<file path="src/rtl/core_pkg.sv">
// Shared definitions for the multicycle core: opcodes, sequencer states,
// instruction-field offsets and immediate sign extension.
package core_pkg;

  localparam logic [3:0] OP_ADD  = 4'd0;
  localparam logic [3:0] OP_SUB  = 4'd1;
  localparam logic [3:0] OP_AND  = 4'd2;
  localparam logic [3:0] OP_OR   = 4'd3;
  localparam logic [3:0] OP_XOR  = 4'd4;
  localparam logic [3:0] OP_ADDI = 4'd5;
  localparam logic [3:0] OP_LD   = 4'd6;
  localparam logic [3:0] OP_ST   = 4'd7;
  localparam logic [3:0] OP_BEQ  = 4'd8;
  localparam logic [3:0] OP_BNE  = 4'd9;
  localparam logic [3:0] OP_JMP  = 4'd10;
  localparam logic [3:0] OP_HALT = 4'd15;

  typedef enum logic [2:0] {
    S_FETCH,
    S_DECODE,
    S_EXEC,
    S_MEM,
    S_WB,
    S_HALT
  } state_t;

  function automatic int imm_width(input int instr_w, input int rf_addr_w);
    return instr_w - 4 - 2 * rf_addr_w;
  endfunction

  function automatic int rs_lsb(input int instr_w, input int rf_addr_w);
    return instr_w - 4 - rf_addr_w;
  endfunction

  function automatic int rt_lsb(input int instr_w, input int rf_addr_w);
    return instr_w - 4 - 2 * rf_addr_w;
  endfunction

  // Replicates bit width-1 of val across the upper bits of a 32-bit word.
  function automatic logic [31:0] sext(input logic [31:0] val, input int width);
    logic signed [31:0] shifted;
    shifted = $signed(val << (32 - width));
    return shifted >>> (32 - width);
  endfunction

endpackage

</file>
<file path="src/rtl/core_alu.sv">
// Combinational ALU for the multicycle core; ovf reports signed overflow
// for ADD and SUB only.
module core_alu
  import core_pkg::*;
#(
  parameter int DATA_W = 8
) (
  input  logic [3:0]        op,
  input  logic [DATA_W-1:0] a,
  input  logic [DATA_W-1:0] b,
  output logic [DATA_W-1:0] result,
  output logic              ovf
);

  always_comb begin
    result = '0;
    ovf    = 1'b0;
    case (op)
      OP_ADD: begin
        result = a + b;
        ovf    = (a[DATA_W-1] == b[DATA_W-1]) && (result[DATA_W-1] != a[DATA_W-1]);
      end
      OP_SUB: begin
        result = a - b;
        ovf    = (a[DATA_W-1] != b[DATA_W-1]) && (result[DATA_W-1] != a[DATA_W-1]);
      end
      OP_AND:  result = a & b;
      OP_OR:   result = a | b;
      OP_XOR:  result = a ^ b;
      default: result = '0;
    endcase
  end

endmodule

</file>
<file path="src/rtl/multicycle_core.sv">
// Multicycle processor core: sequencer, register file, decode and PC logic,
// with req/ack instruction and data memory ports that tolerate wait states.
module multicycle_core
  import core_pkg::*;
#(
  parameter int DATA_W    = 8,
  parameter int RF_ADDR_W = 2,
  parameter int INSTR_W   = 16,
  parameter int PC_W      = 8
) (
  input  logic               clk,
  input  logic               rst,
  output logic               imem_req,
  output logic [PC_W-1:0]    imem_addr,
  input  logic               imem_ack,
  input  logic [INSTR_W-1:0] imem_rdata,
  output logic               dmem_req,
  output logic               dmem_we,
  output logic [DATA_W-1:0]  dmem_addr,
  output logic [DATA_W-1:0]  dmem_wdata,
  input  logic               dmem_ack,
  input  logic [DATA_W-1:0]  dmem_rdata,
  output logic               ovf,
  output logic               halted,
  output logic               retired,
  output logic [PC_W-1:0]    dbg_pc
);

  localparam int IMM_W  = imm_width(INSTR_W, RF_ADDR_W);
  localparam int RS_LSB = rs_lsb(INSTR_W, RF_ADDR_W);
  localparam int RT_LSB = rt_lsb(INSTR_W, RF_ADDR_W);
  localparam int NREG   = 2 ** RF_ADDR_W;

  state_t             state;
  logic [PC_W-1:0]    pc;
  logic [INSTR_W-1:0] ir;
  logic [DATA_W-1:0]  a, b, result;
  logic [DATA_W-1:0]  rf [NREG];

  logic [3:0]           opcode, alu_op;
  logic [RF_ADDR_W-1:0] rs, rt, rd, dest;
  logic [IMM_W-1:0]     imm;
  logic [DATA_W-1:0]    imm_sx, alu_b, alu_res;
  logic [PC_W-1:0]      pc_off, jmp_tgt;
  logic                 alu_ovf, is_rtype, take_branch;

  assign opcode   = ir[INSTR_W-1 -: 4];
  assign rs       = ir[RS_LSB +: RF_ADDR_W];
  assign rt       = ir[RT_LSB +: RF_ADDR_W];
  assign imm      = ir[IMM_W-1:0];
  assign rd       = imm[IMM_W-1 -: RF_ADDR_W];
  assign imm_sx   = DATA_W'(sext(32'(imm), IMM_W));
  assign pc_off   = PC_W'(sext(32'(imm), IMM_W));
  assign jmp_tgt  = PC_W'(imm);

  // ADDI and the load/store address both reuse the ALU adder with the immediate.
  assign is_rtype    = (opcode <= OP_XOR);
  assign alu_op      = is_rtype ? opcode : OP_ADD;
  assign alu_b       = is_rtype ? b : imm_sx;
  assign dest        = is_rtype ? rd : rt;
  assign take_branch = (opcode == OP_BEQ) ? (a == b) : (a != b);

  assign imem_addr = pc;
  assign dbg_pc    = pc;

  core_alu #(.DATA_W(DATA_W)) u_alu (
    .op     (alu_op),
    .a      (a),
    .b      (alu_b),
    .result (alu_res),
    .ovf    (alu_ovf)
  );

  // The fetch request rises as FETCH is entered, except straight out of reset
  // where FETCH spends one idle cycle raising it.
  always_ff @(posedge clk or negedge rst) begin
    if (!rst) begin
      state      <= S_FETCH;
      pc         <= '0;
      ir         <= '0;
      a          <= '0;
      b          <= '0;
      result     <= '0;
      ovf        <= 1'b0;
      halted     <= 1'b0;
      retired    <= 1'b0;
      imem_req   <= 1'b0;
      dmem_req   <= 1'b0;
      dmem_we    <= 1'b0;
      dmem_addr  <= '0;
      dmem_wdata <= '0;
      for (int i = 0; i < NREG; i++) rf[i] <= '0;
    end else begin
      retired <= 1'b0;
      case (state)
        S_FETCH: begin
          if (!imem_req) begin
            imem_req <= 1'b1;
          end else if (imem_ack) begin
            ir       <= imem_rdata;
            pc       <= pc + 1'b1;
            imem_req <= 1'b0;
            state    <= S_DECODE;
          end
        end
        S_DECODE: begin
          a     <= rf[rs];
          b     <= rf[rt];
          state <= S_EXEC;
        end
        S_EXEC: begin
          case (opcode)
            OP_ADD, OP_SUB, OP_AND, OP_OR, OP_XOR, OP_ADDI: begin
              result <= alu_res;
              if (opcode == OP_ADD || opcode == OP_SUB || opcode == OP_ADDI) ovf <= alu_ovf;
              state <= S_WB;
            end
            OP_LD, OP_ST: begin
              dmem_addr  <= alu_res;
              dmem_we    <= (opcode == OP_ST);
              dmem_wdata <= b;
              dmem_req   <= 1'b1;
              state      <= S_MEM;
            end
            OP_BEQ, OP_BNE: begin
              if (take_branch) pc <= pc + pc_off;
              retired  <= 1'b1;
              imem_req <= 1'b1;
              state    <= S_FETCH;
            end
            OP_JMP: begin
              pc       <= jmp_tgt;
              retired  <= 1'b1;
              imem_req <= 1'b1;
              state    <= S_FETCH;
            end
            OP_HALT: begin
              halted <= 1'b1;
              state  <= S_HALT;
            end
            default: begin
              retired  <= 1'b1;
              imem_req <= 1'b1;
              state    <= S_FETCH;
            end
          endcase
        end
        S_MEM: begin
          if (dmem_ack) begin
            dmem_req <= 1'b0;
            if (dmem_we) begin
              retired  <= 1'b1;
              imem_req <= 1'b1;
              state    <= S_FETCH;
            end else begin
              result <= dmem_rdata;
              state  <= S_WB;
            end
          end
        end
        S_WB: begin
          rf[dest] <= result;
          retired  <= 1'b1;
          imem_req <= 1'b1;
          state    <= S_FETCH;
        end
        S_HALT: begin
          halted <= 1'b1;
        end
        default: state <= S_FETCH;
      endcase
    end
  end

endmodule
</file>
<file path="config.mk">
export PLATFORM = sky130hd
export DESIGN_NAME = multicycle_core
export DESIGN_NICKNAME = d
export VERILOG_FILES = /design/src/rtl/core_pkg.sv /design/src/rtl/core_alu.sv /design/src/rtl/multicycle_core.sv
export SDC_FILE = /design/constraint.sdc
export NUM_CORES = 1
export LEC_CHECK = 0
export ABC_AREA = 1
export CAP_MARGIN = 30
export CELL_PAD_IN_SITES_DETAIL_PLACEMENT = 1
export CELL_PAD_IN_SITES_GLOBAL_PLACEMENT = 1
export CORE_MARGIN = 4
export CORE_UTILIZATION = 42
export CTS_CLUSTER_SIZE = 10
export DETAILED_ROUTE_END_ITERATION = 6
export GPL_ROUTABILITY_DRIVEN = 1
export PLACE_DENSITY_LB_ADDON = 0.1
export RECOVER_POWER = 100
export REMOVE_ABC_BUFFERS = 1
export SKIP_CTS_REPAIR_TIMING = 1
export SLEW_MARGIN = 20
export SYNTH_ARGS = -nofsm -noshare
export SYNTH_HDL_FRONTEND = slang
export SYNTH_HIERARCHICAL = 1
export SYNTH_SLANG_ARGS = --single-unit
export TNS_END_PERCENT = 10
</file>
<file path="constraint.sdc">
create_clock -name clk -period 4.2 [get_ports clk]
set_clock_uncertainty 0.2 [all_clocks]
set_input_delay 0.84 -clock clk [delete_from_list [all_inputs] [get_ports clk]]
set_output_delay 0.84 -clock clk [all_outputs]
set_load 0.05 [all_outputs]
</file>
---- Word-level counts from Yosys, hierarchy flattened ----
Cells that the tools add are included.
operators by class
  add/subtract/negate cells ............... 4
  $lt $le $gt $ge ......................... 5
  eq/ne operators ......................... 37
  muxes and demuxes ....................... 45
  bitwise gates (word level) .............. 7
  reductions and logical operators ........ 25
operator list
  operator               count
  $mux W8                12
  $pmux W8 S2            3
  $pmux W8 S5            1
  $bmux W8 S2            2
  $bwmux W32             1
  $eq A4 B3 Y1 const B   5
  $add A8 B8 Y8          2
  $demux W8 S2           1
  $eq A4 B2 Y1 const B   4
  $eq A4 B4 Y1 const B   4
  $pmux W3 S5            1
  $mux W1                12
  $mux W3                4
  $ne A2 B2 Y1 const B   6
  $reduce_and A4 Y1      3
  $ge A3 B3 Y1 const B   3
  $not A2 Y3             3
  $pmux W3 S3            1
  $reduce_and A3 Y1      3
  $reduce_or A9 Y1       1
  $add A8 B1 Y8 const B  1
  $and A8 B8 Y8          1
  $eq A4 B1 Y1 const B   2
  $eq A8 B8 Y1           1
  30 further kinds       46
storage, ports and cells
  register bits ........................... 105
  bits of input ports ..................... 28
  output and inout bits ................... 38
  logic and storage cells ................. 141

---- Logic depth before layout (Yosys ltp) ----
Gate-level depths: netlist of the first run.
  depth in word-level cells ............... 8
  mapped depth ............................ 25
  depth with buffers taken out ............ 23

---- Hierarchy ----
The synthesis of the first run kept the hierarchy.
by module, submodules not included
  module           times used  cells an instance  area each (sq um)
  multicycle_core  1           731                5564.1
  core_alu         1           220                1209.9

---- Worst setup path before layout of the first run ----
OpenSTA, ideal clock, no wires.
  kind .................................... flip-flop to flip-flop
  start point ............................. register ir[12]
  end point ............................... register result[2]
  arrival ................................. 2.658 ns
  data required time ...................... 3.877 ns
  path slack .............................. 1.220 ns
  cell stages (with the launch flop) ...... 19
  path buffers ............................ 1
  cells stage by stage .................... dfrtp_1 nor2_1 nand2_1 nand2_2 clkbuf_1 nand2_1 o21ai_0 ha_1 inv_1 fa_1 or2_2 nand3_1 nand2_1 nor2_1 o21ai_0 nand2_1 nand2_1 nand2_1 o21ai_1
between the ends
  word-level cells in the longest chain between the ends .. 6
  elaborated cells between the ends (all ways) .. 25
  classes of those cells .................. 2 x add/sub; 1 x order compare; 10 x eq/ne; 5 x mux; 3 x bitwise; 4 x reduce/logical
ends and longest elaborated chain
  element                                                line                            RTL
  start, declared                                        multicycle_core.sv:36           logic [INSTR_W-1:0] ir;
  start signal, assigned                                 multicycle_core.sv:100          ir <= imem_rdata;
  $le A4 B3 Y1 *                                         multicycle_core.sv:57           assign is_rtype = (opcode <= OP_XOR);
  $mux W8 *                                              multicycle_core.sv:59           assign alu_b = is_rtype ? b : imm_sx;
  named net alu_b[0]                                     multicycle_core.sv:43           logic [DATA_W-1:0] imm_sx, alu_b, alu_res;
  $sub A8 B8 Y8 / $add A8 B8 Y8 (equally long branches)  core_alu.sv:24, core_alu.sv:20
  $pmux W8 S5 *                                          core_alu.sv:18                  case (op)
  named net alu_res[2]                                   multicycle_core.sv:43
  $mux W8 *                                              multicycle_core.sv:112          case (opcode)
  $pmux W8 S2 *                                          multicycle_core.sv:95           case (state)
  end signal, assigned                                   multicycle_core.sv:114          result <= alu_res;
  end signal, assigned                                   multicycle_core.sv:156          result <= dmem_rdata;
  end, declared                                          multicycle_core.sv:37           logic [DATA_W-1:0] a, b, result;
Mark *: on every way through the listed nets, which the timed path passes. The rest lies on a longest branch. The select of a mux whose other input is x is not followed.
A chain may end at the register's enable or synchronous reset.

---- Worst setup path after layout of the first run ----
  start point ............................. input port imem_ack
  end point ............................... register pc[3], in the netlist dbg_pc[3]
between the ends
  word-level cells in the longest chain between the ends .. 2
ends and longest elaborated chain
  element                      line                    RTL
  start, declared              multicycle_core.sv:15   input logic imem_ack,
  $ne A2 B2 Y1 (no line)       --
  $reduce_and A5 Y1 (no line)  --
  end signal, assigned         multicycle_core.sv:101  pc <= pc + 1'b1;
  end signal, assigned         multicycle_core.sv:126  if (take_branch) pc <= pc + pc_off;
  end signal, assigned         multicycle_core.sv:132  pc <= jmp_tgt;
  end, declared                multicycle_core.sv:35   logic [PC_W-1:0] pc;
No other way between the ends.

==> metrics.md, run 1 <==
| Metric | Value |
|---|---|
| Floorplan row count | `46` |
| Synthesized area | `0.00677 mm^2` |
| Crit path max fanout | `29` |
| Drt first pass iters | `4` |
| Util after Layout | `0.491` |
| Critical Path AT | `3600 ps` |
| I/O pin cnt | `66` |
| Dpl cells | `1197` |
| PwrDens | `869 mW/mm^2` |
| Synth area leader | `dfrtp_1` |
| Relative max-transition margin | `-0.127` |
| Filler cells | `2064` |
| WS Path Type | `in -> reg` |
| Fmax | `286 MHz` |
| Final Hold Viols | `0` |
| HPWL Detailed | `15300 um` |
| Min-delay worst type | `reg -> reg` |
| Grt peak-use layer | `met2` |
| Port Buf Inserts | `65` |
| Initial antenna violation count | `0` |
| Routed len/inst | `16.9 um` |
| Vias in the first global route | `6431` |
| Clock transition at path regs | `70 ps` |
| Final net count | `1055` |
| Layout area overhead | `14.7%` |
| Sum Neg Setup Slack | `0 ps` |
| Core ar. | `0.0158 mm^2` |
| Synth cell types | `42` |
| Storage cell area | `0.00263 mm^2` |
| Starting Density | `0.428` |
| Total track usage | `0.234` |
| Cell count after synthesis | `951` |
| Flops & latches, synth | `105` |
| CTS buffer count | `9` |
| Die Wd | `135 um` |
| Critical path's most frequent cell | `nand2_1` |
| DRT Wirelength | `20600 um` |
| Ys flop type | `dfrtp_1` |
| Mapped Avg Cell Area | `7.12 um^2` |
| Endpoints failing setup | `0` |
| Chip height | `135 um` |
| CP max stage cell | `clkbuf_1` |
| CP endpoint kind | `flop` |
| Period utilisation layout | `0.834` |
| ANT cells | `0` |
| Crit-path cells | `dlygate4sd3_1 -> nand2_1 -> nor2_2 -> clkbuf_1 -> inv_1 -> nand2_1 -> nand2_2 -> inv_1 -> nand2_1 -> nand2_1` |
| Max-cap viol count | `1` |
| Bufs and invs on worst path | `4` |
| FFs w/ async S/R, synth | `1.00` |
| Yosys warnings | `6` |
| VDD IR max | `298 uV` |
| Pleak | `3.78 nW` |
| Layout cells sized above 1 | `0.0491` |
| GR Util met3 | `0.0443` |
| WP data required | `4300 ps` |
| Final ANT Viol Nets | `0` |
| GR Util met2 | `0.400` |
| Slowest cell delay on critical path | `890 ps` |
| Crit path max-delay family | `buffers and inverters` |
| Area of the multi-input gates | `0.00339 mm^2` |
| Failing checks | `capacitance limit, slew limit` |
| DRC errors left | `0` |
| Initial DRC count | `289` |
| CTS max path bufs | `2` |
| Status | `complete, but fails checks` |
| Vias/cell | `5.18` |
| Clk_lat worst skew | `370 ps` |
| Seq/Total Area, Yosys | `0.388` |
| RSZ-0062 raised after global routing | `false` |
| Cell Count, Final, Fillers Out | `1214` |
| Post-synth EDFFs | `0` |
| Crit path time final | `3500 ps` |
| Largest net degree at the start of global routing | `68` |
| Grt ovf | `0` |
| Synth area leaders | `dfrtp_1 39%, nand2_1 15%, o21ai_0 6.7%` |
| Worst Max-Slew Pin Slew | `1690 ps` |
| Root Buffer | `clkbuf_16` |
| Placer Congestion | `0.925` |
| CTS tree | `built` |
| Final Slew Violations | `31` |
| DIE AREA | `0.0182 mm^2` |
| Top cell type's share of synthesized area | `0.388` |
| Met1 Resource Use GR | `0.305` |
| First-pass GRT wire length | `33700 um` |
| Routed via count | `6283` |
| H-tree Lvls | `3` |
| Clock sink total | `105` |
| CP Launch Type | `input pin` |
==> placed cells by master, fill, tap and decap left out, types with 6 or more instances in the layout <==
cell             Yosys  final
o21ai_1             61     15
o22ai_1              6      6
o21ai_0             91    138
inv_1              112    117
nor2_1              60     60
nand2_1            279    282
inv_2               18     12
ha_1                31     31
a21oi_1             29     29
nand3_1             48     52
dlygate4sd3_1        0     39
clkdlybuf4s50_1      0     25
dfrtp_1            105    105
clkbuf_16            0      9
nand4_1             12     12
xnor2_1             11     11
==> cell families (layout without fill, tap and decap cells) <==
family / after synthesis / count (layout) / share of synthesized area
other: 1 / 2 / 0.000554
muxes: 1 / 1 / 0.00166
xor gates and xnor gates: 13 / 13 / 0.0168
DFF: 105 / 105 / 0.388
and+or+nand+nor: 425 / 425 / 0.267
AOI/OAI and AO/OA: 200 / 200 / 0.154
adders and majority gates: 34 / 34 / 0.0661
buffers and inverters: 172 / 218 / 0.106
==> metrics by stage <==
| stage | total power, W | setup slack [ps] | hold slack, ps | cell area [um^2] |
|---|---|---|---|---|
| after global placement | 0.00591 | 1050 | 250 | 7510 |
| after CTS | 0.00694 | 923 | 278 | 7820 |
| final | 0.00675 | 699 | 261 | 7770 |
| after floorplan | 0.00471 | 1390 | 259 | 6560 |
| after detailed placement | 0.00602 | 959 | 260 | 7510 |
| after global routing | 0.00737 | 309 | 288 | 7770 |
==> report_power, final <==
group          leakage [nW]  internal (W)  total, W  switching [W]
clock network         0.148      0.000439  0.000884       0.000445
logic                  2.27       0.00126   0.00394        0.00268
registers              1.36       0.00143   0.00193       0.000502
total                  3.78       0.00312   0.00675        0.00363
==> synthesized netlist by cell type (4+ instances only) <==
cell type,instances
nand2_1,279
inv_1,112
dfrtp_1,105
o21ai_0,91
o21ai_1,61
nor2_1,60
nand3_1,48
ha_1,31
a21oi_1,29
clkbuf_1,19
inv_2,18
nand4_1,12
xnor2_1,11
buf_4,9
buf_2,7
nand2_2,6
o22ai_1,6
nand3_2,5
buf_6,4
==> tightest hold or removal path, stage by stage, from the launching register on <==
cell	delay, ps
dfrtp_1	340
nor2_1	50
nand2_1	40
==> worst paths after layout <==
kind                              to  slack (ps)     start  depth (start not counted)
setup / recovery           dbg_pc[3]         700  imem_ack                         10
hold / removal                halted         260    halted                          2
setup reg to reg           result[2]         750    ir[12]                         15
hold reg to reg               halted         260    halted                          2
max in group asynchronous  result[0]        1170       rst                          3
min in group asynchronous  dbg_pc[7]         700       rst                          1
==> registers in the layout (all words and copies together), names as in the netlist <==
name	cells
a	8
ir	16
result	8
b	8
dbg_pc	8
dmem_wdata	8
dmem_addr	8
retired	1
halted	1
dmem_we	1
state	3
ovf	1
imem_req	1
dmem_req	1
rf	32
==> area by class of cell <==
| class | instances | area share |
|---|---|---|
| timing repair buffer | 69 | 0.0876 |
| sequential | 105 | 0.338 |
| clock buffer | 10 | 0.0307 |
| multi-input combinational | 675 | 0.436 |
| tap | 216 | 0.0348 |
| clock inverter | 6 | 0.00853 |
| inverter | 133 | 0.0644 |
==> metal layers <==
metal | wire, um | share of wire | vias up
met1 | 9450 | 0.46 | 3061
met3 | 747 | 0.036 | 15
met2 | 10100 | 0.49 | 101
met5 | 0 | 0 | -
met4 | 264 | 0.013 | 0
li1 | - | - | 3106
No activity file was read; power rests on OpenSTA's default activity.
==> inputs of run 2 (changes only) <==
clock period = 3.41 ns   (was 4.2 ns; I/O delays follow)
==> metrics.md, run 2 (synthesis results as in run 1) <==
| Metric | Value |
|---|---|
| RSZ-0062 raised after global routing | `false` |
| Filler cells | `2048 (-0.78%)` |
| Final Slew Violations | `0 (-100%)` |
| Core ar. | `0.0158 mm^2 (unchanged)` |
| Final Hold Viols | `0 (unchanged)` |
| Floorplan row count | `46 (unchanged)` |
| H-tree Lvls | `3 (unchanged)` |
| Pleak | `3.78 nW (about the same)` |
| Max-cap viol count | `0 (-1)` |
| Final ANT Viol Nets | `0 (unchanged)` |
| Max FFs per register | `32 (unchanged)` |
| Vias/cell | `5.17 (about the same)` |
| Fmax | `320 MHz` |
| DRT Wirelength | `20400 um (-0.77%)` |
| Critical path's most frequent cell | `nand2_1` |
| Clk_lat worst skew | `360 ps (about the same)` |
| Slowest cell delay on critical path | `460 ps (-430 ps)` |
| CP endpoint kind | `flop` |
| Starting Density | `0.428 (unchanged)` |
| Area of the multi-input gates | `0.00342 mm^2 (+1.0%)` |
| ANT cells | `0 (unchanged)` |
| Hold depth | `2 (unchanged)` |
| Relative max-transition margin | `0.110 (+0.237)` |
| Period utilisation layout | `0.916` |
| Critical Path AT | `3150 ps (-450 ps)` |
| Most flops, register | `rf` |
| Vias in the first global route | `6401 (-0.47%)` |
| Final net count | `1060 (+0.47%)` |
| HPWL Detailed | `15300 um (about the same)` |
| Min-delay worst type | `reg -> reg` |
| Layout cells sized above 1 | `0.0608 (+0.0117)` |
| Crit path max-delay family | `simple AND/OR/NAND/NOR gates` |
| Setup WS post-layout | `288 ps (-411 ps)` |
| CTS max path bufs | `2 (unchanged)` |
| Clock transition at path regs | `70 ps (about the same)` |
| Storage cell area | `0.00263 mm^2 (unchanged)` |
| Status | `completed` |
| Endpoints failing setup | `0 (unchanged)` |
| Port Buf Inserts | `65 (unchanged)` |
| Die Wd | `135 um (unchanged)` |
| Biggest regs | `rf (32), ir (16)` |
| Chip height | `135 um (unchanged)` |
| Total track usage | `0.234 (about the same)` |
| Largest net degree at the start of global routing | `60 (-12%)` |
| Initial DRC count | `333 (+15%)` |
| DIE AREA | `0.0182 mm^2 (unchanged)` |
| Most common cell after layout, fill and taps aside | `nand2_1` |
| Bufs and invs on worst path | `1 (-3)` |
| Sum Neg Setup Slack | `0 ps (unchanged)` |
| R2R depth | `17 (+2)` |
| Clock sink total | `105 (unchanged)` |
| I/O pin cnt | `66 (unchanged)` |
| Worst Max-Slew Pin Slew | `1330 ps (-356 ps)` |
| Routed len/inst | `16.7 um (-1.2%)` |
| WS Path Type | `reg -> reg` |
| WP data required | `3440 ps (-860 ps)` |
| Drt first pass iters | `5 (+1)` |
| DRC errors left | `0 (unchanged)` |
| Crit-path cells | `nor2_1 -> nand2_1 -> nand2_4 -> nand2_1 -> o21ai_1 -> ha_1 -> inv_1 -> fa_1 -> or2_2 -> nand3_1 -> nand2_1 -> nor2_1 -> o21ai_0 -> nand2_1 -> nand2_1 -> nand2_1 -> o21ai_1` |
| Crit path max fanout | `15 (-48%)` |
| Routed via count | `6303 (+0.32%)` |
| CP Launch Type | `flop` |
| Grt ovf | `0 (unchanged)` |
| CP max stage cell | `fa_1` |
| CTS tree | `built` |
| Layout area overhead | `15.2%` |
| Setup WS pre-CTS | `56.6 ps (-902 ps)` |
| Root Buffer | `clkbuf_16` |
| First-pass GRT wire length | `33500 um (-0.65%)` |
| VDD IR max | `404 uV (+36%)` |
| Crit path time final | `3120 ps` |
| Placer Congestion | `0.949 (+2.6%)` |
| CTS buffer count | `9 (unchanged)` |
| Initial antenna violation count | `0 (unchanged)` |
| Commonest cells after routing, fill and taps aside | `279 x nand2_1, 130 x o21ai_0, 115 x inv_1` |
| CP Depth | `17 (+7)` |
| PwrDens | `1070 mW/mm^2 (+23%)` |
-- run 2: stage by stage --
stage	power (W)	hold slack (ps)	area, um^2	util	cells
global route	0.00916	295	7800	0.493	1219
finish	0.00836	266	7800	0.493	1219
CTS	0.00853	175	7840	0.495	1219
global placement	0.00732	244	7560	0.478	1203
detailed placement	0.00745	265	7560	0.478	1203
floorplan	0.00580	186	6560	-	913
-- run 2: power breakdown --
part / switching (W) / leakage (nW) / internal (W) / total (W)
combinational: 0.00344 / 2.29 / 0.00162 / 0.00506
sequential: 0.000512 / 1.36 / 0.00176 / 0.00227
clock: 0.000520 / 0.133 / 0.000511 / 0.00103
-- run 2: layout make-up --
| cell class | instances | area share |
|---|---|---|
| clock buffers | 11 | 0.0298 |
| multi-input cells | 675 | 0.439 |
| repair buffers | 74 | 0.0901 |
| well taps | 216 | 0.0346 |
| flip-flops and latches | 105 | 0.337 |
| clock inverters | 5 | 0.00577 |
| inverters | 133 | 0.0642 |
-- run 2: per-layer routing --
metal | vias up | share of wire | track usage
met5 | - | 0 | 0
met4 | 0 | 0.019 | 0.0683
met3 | 22 | 0.030 | 0.0361
met2 | 94 | 0.49 | 0.398
met1 | 3065 | 0.46 | 0.309
li1 | 3122 | - | -
-- run 2: tightest hold or removal path: stages (launching register included) --
cell and delay [ps]:
dfrtp_1 350, nor2_1 50, nand2_1 40
-- run 2: worst paths after layout --
path	startpoint	to	slack (ps)
worst max register to register	ir[15]	result[2]	290
min in group asynchronous	rst	dbg_pc[6]	370
worst max-delay path	ir[15]	result[2]	290
worst min-delay path	halted	halted	270
max in group asynchronous	rst	result[6]	660
worst min register to register	halted	halted	270
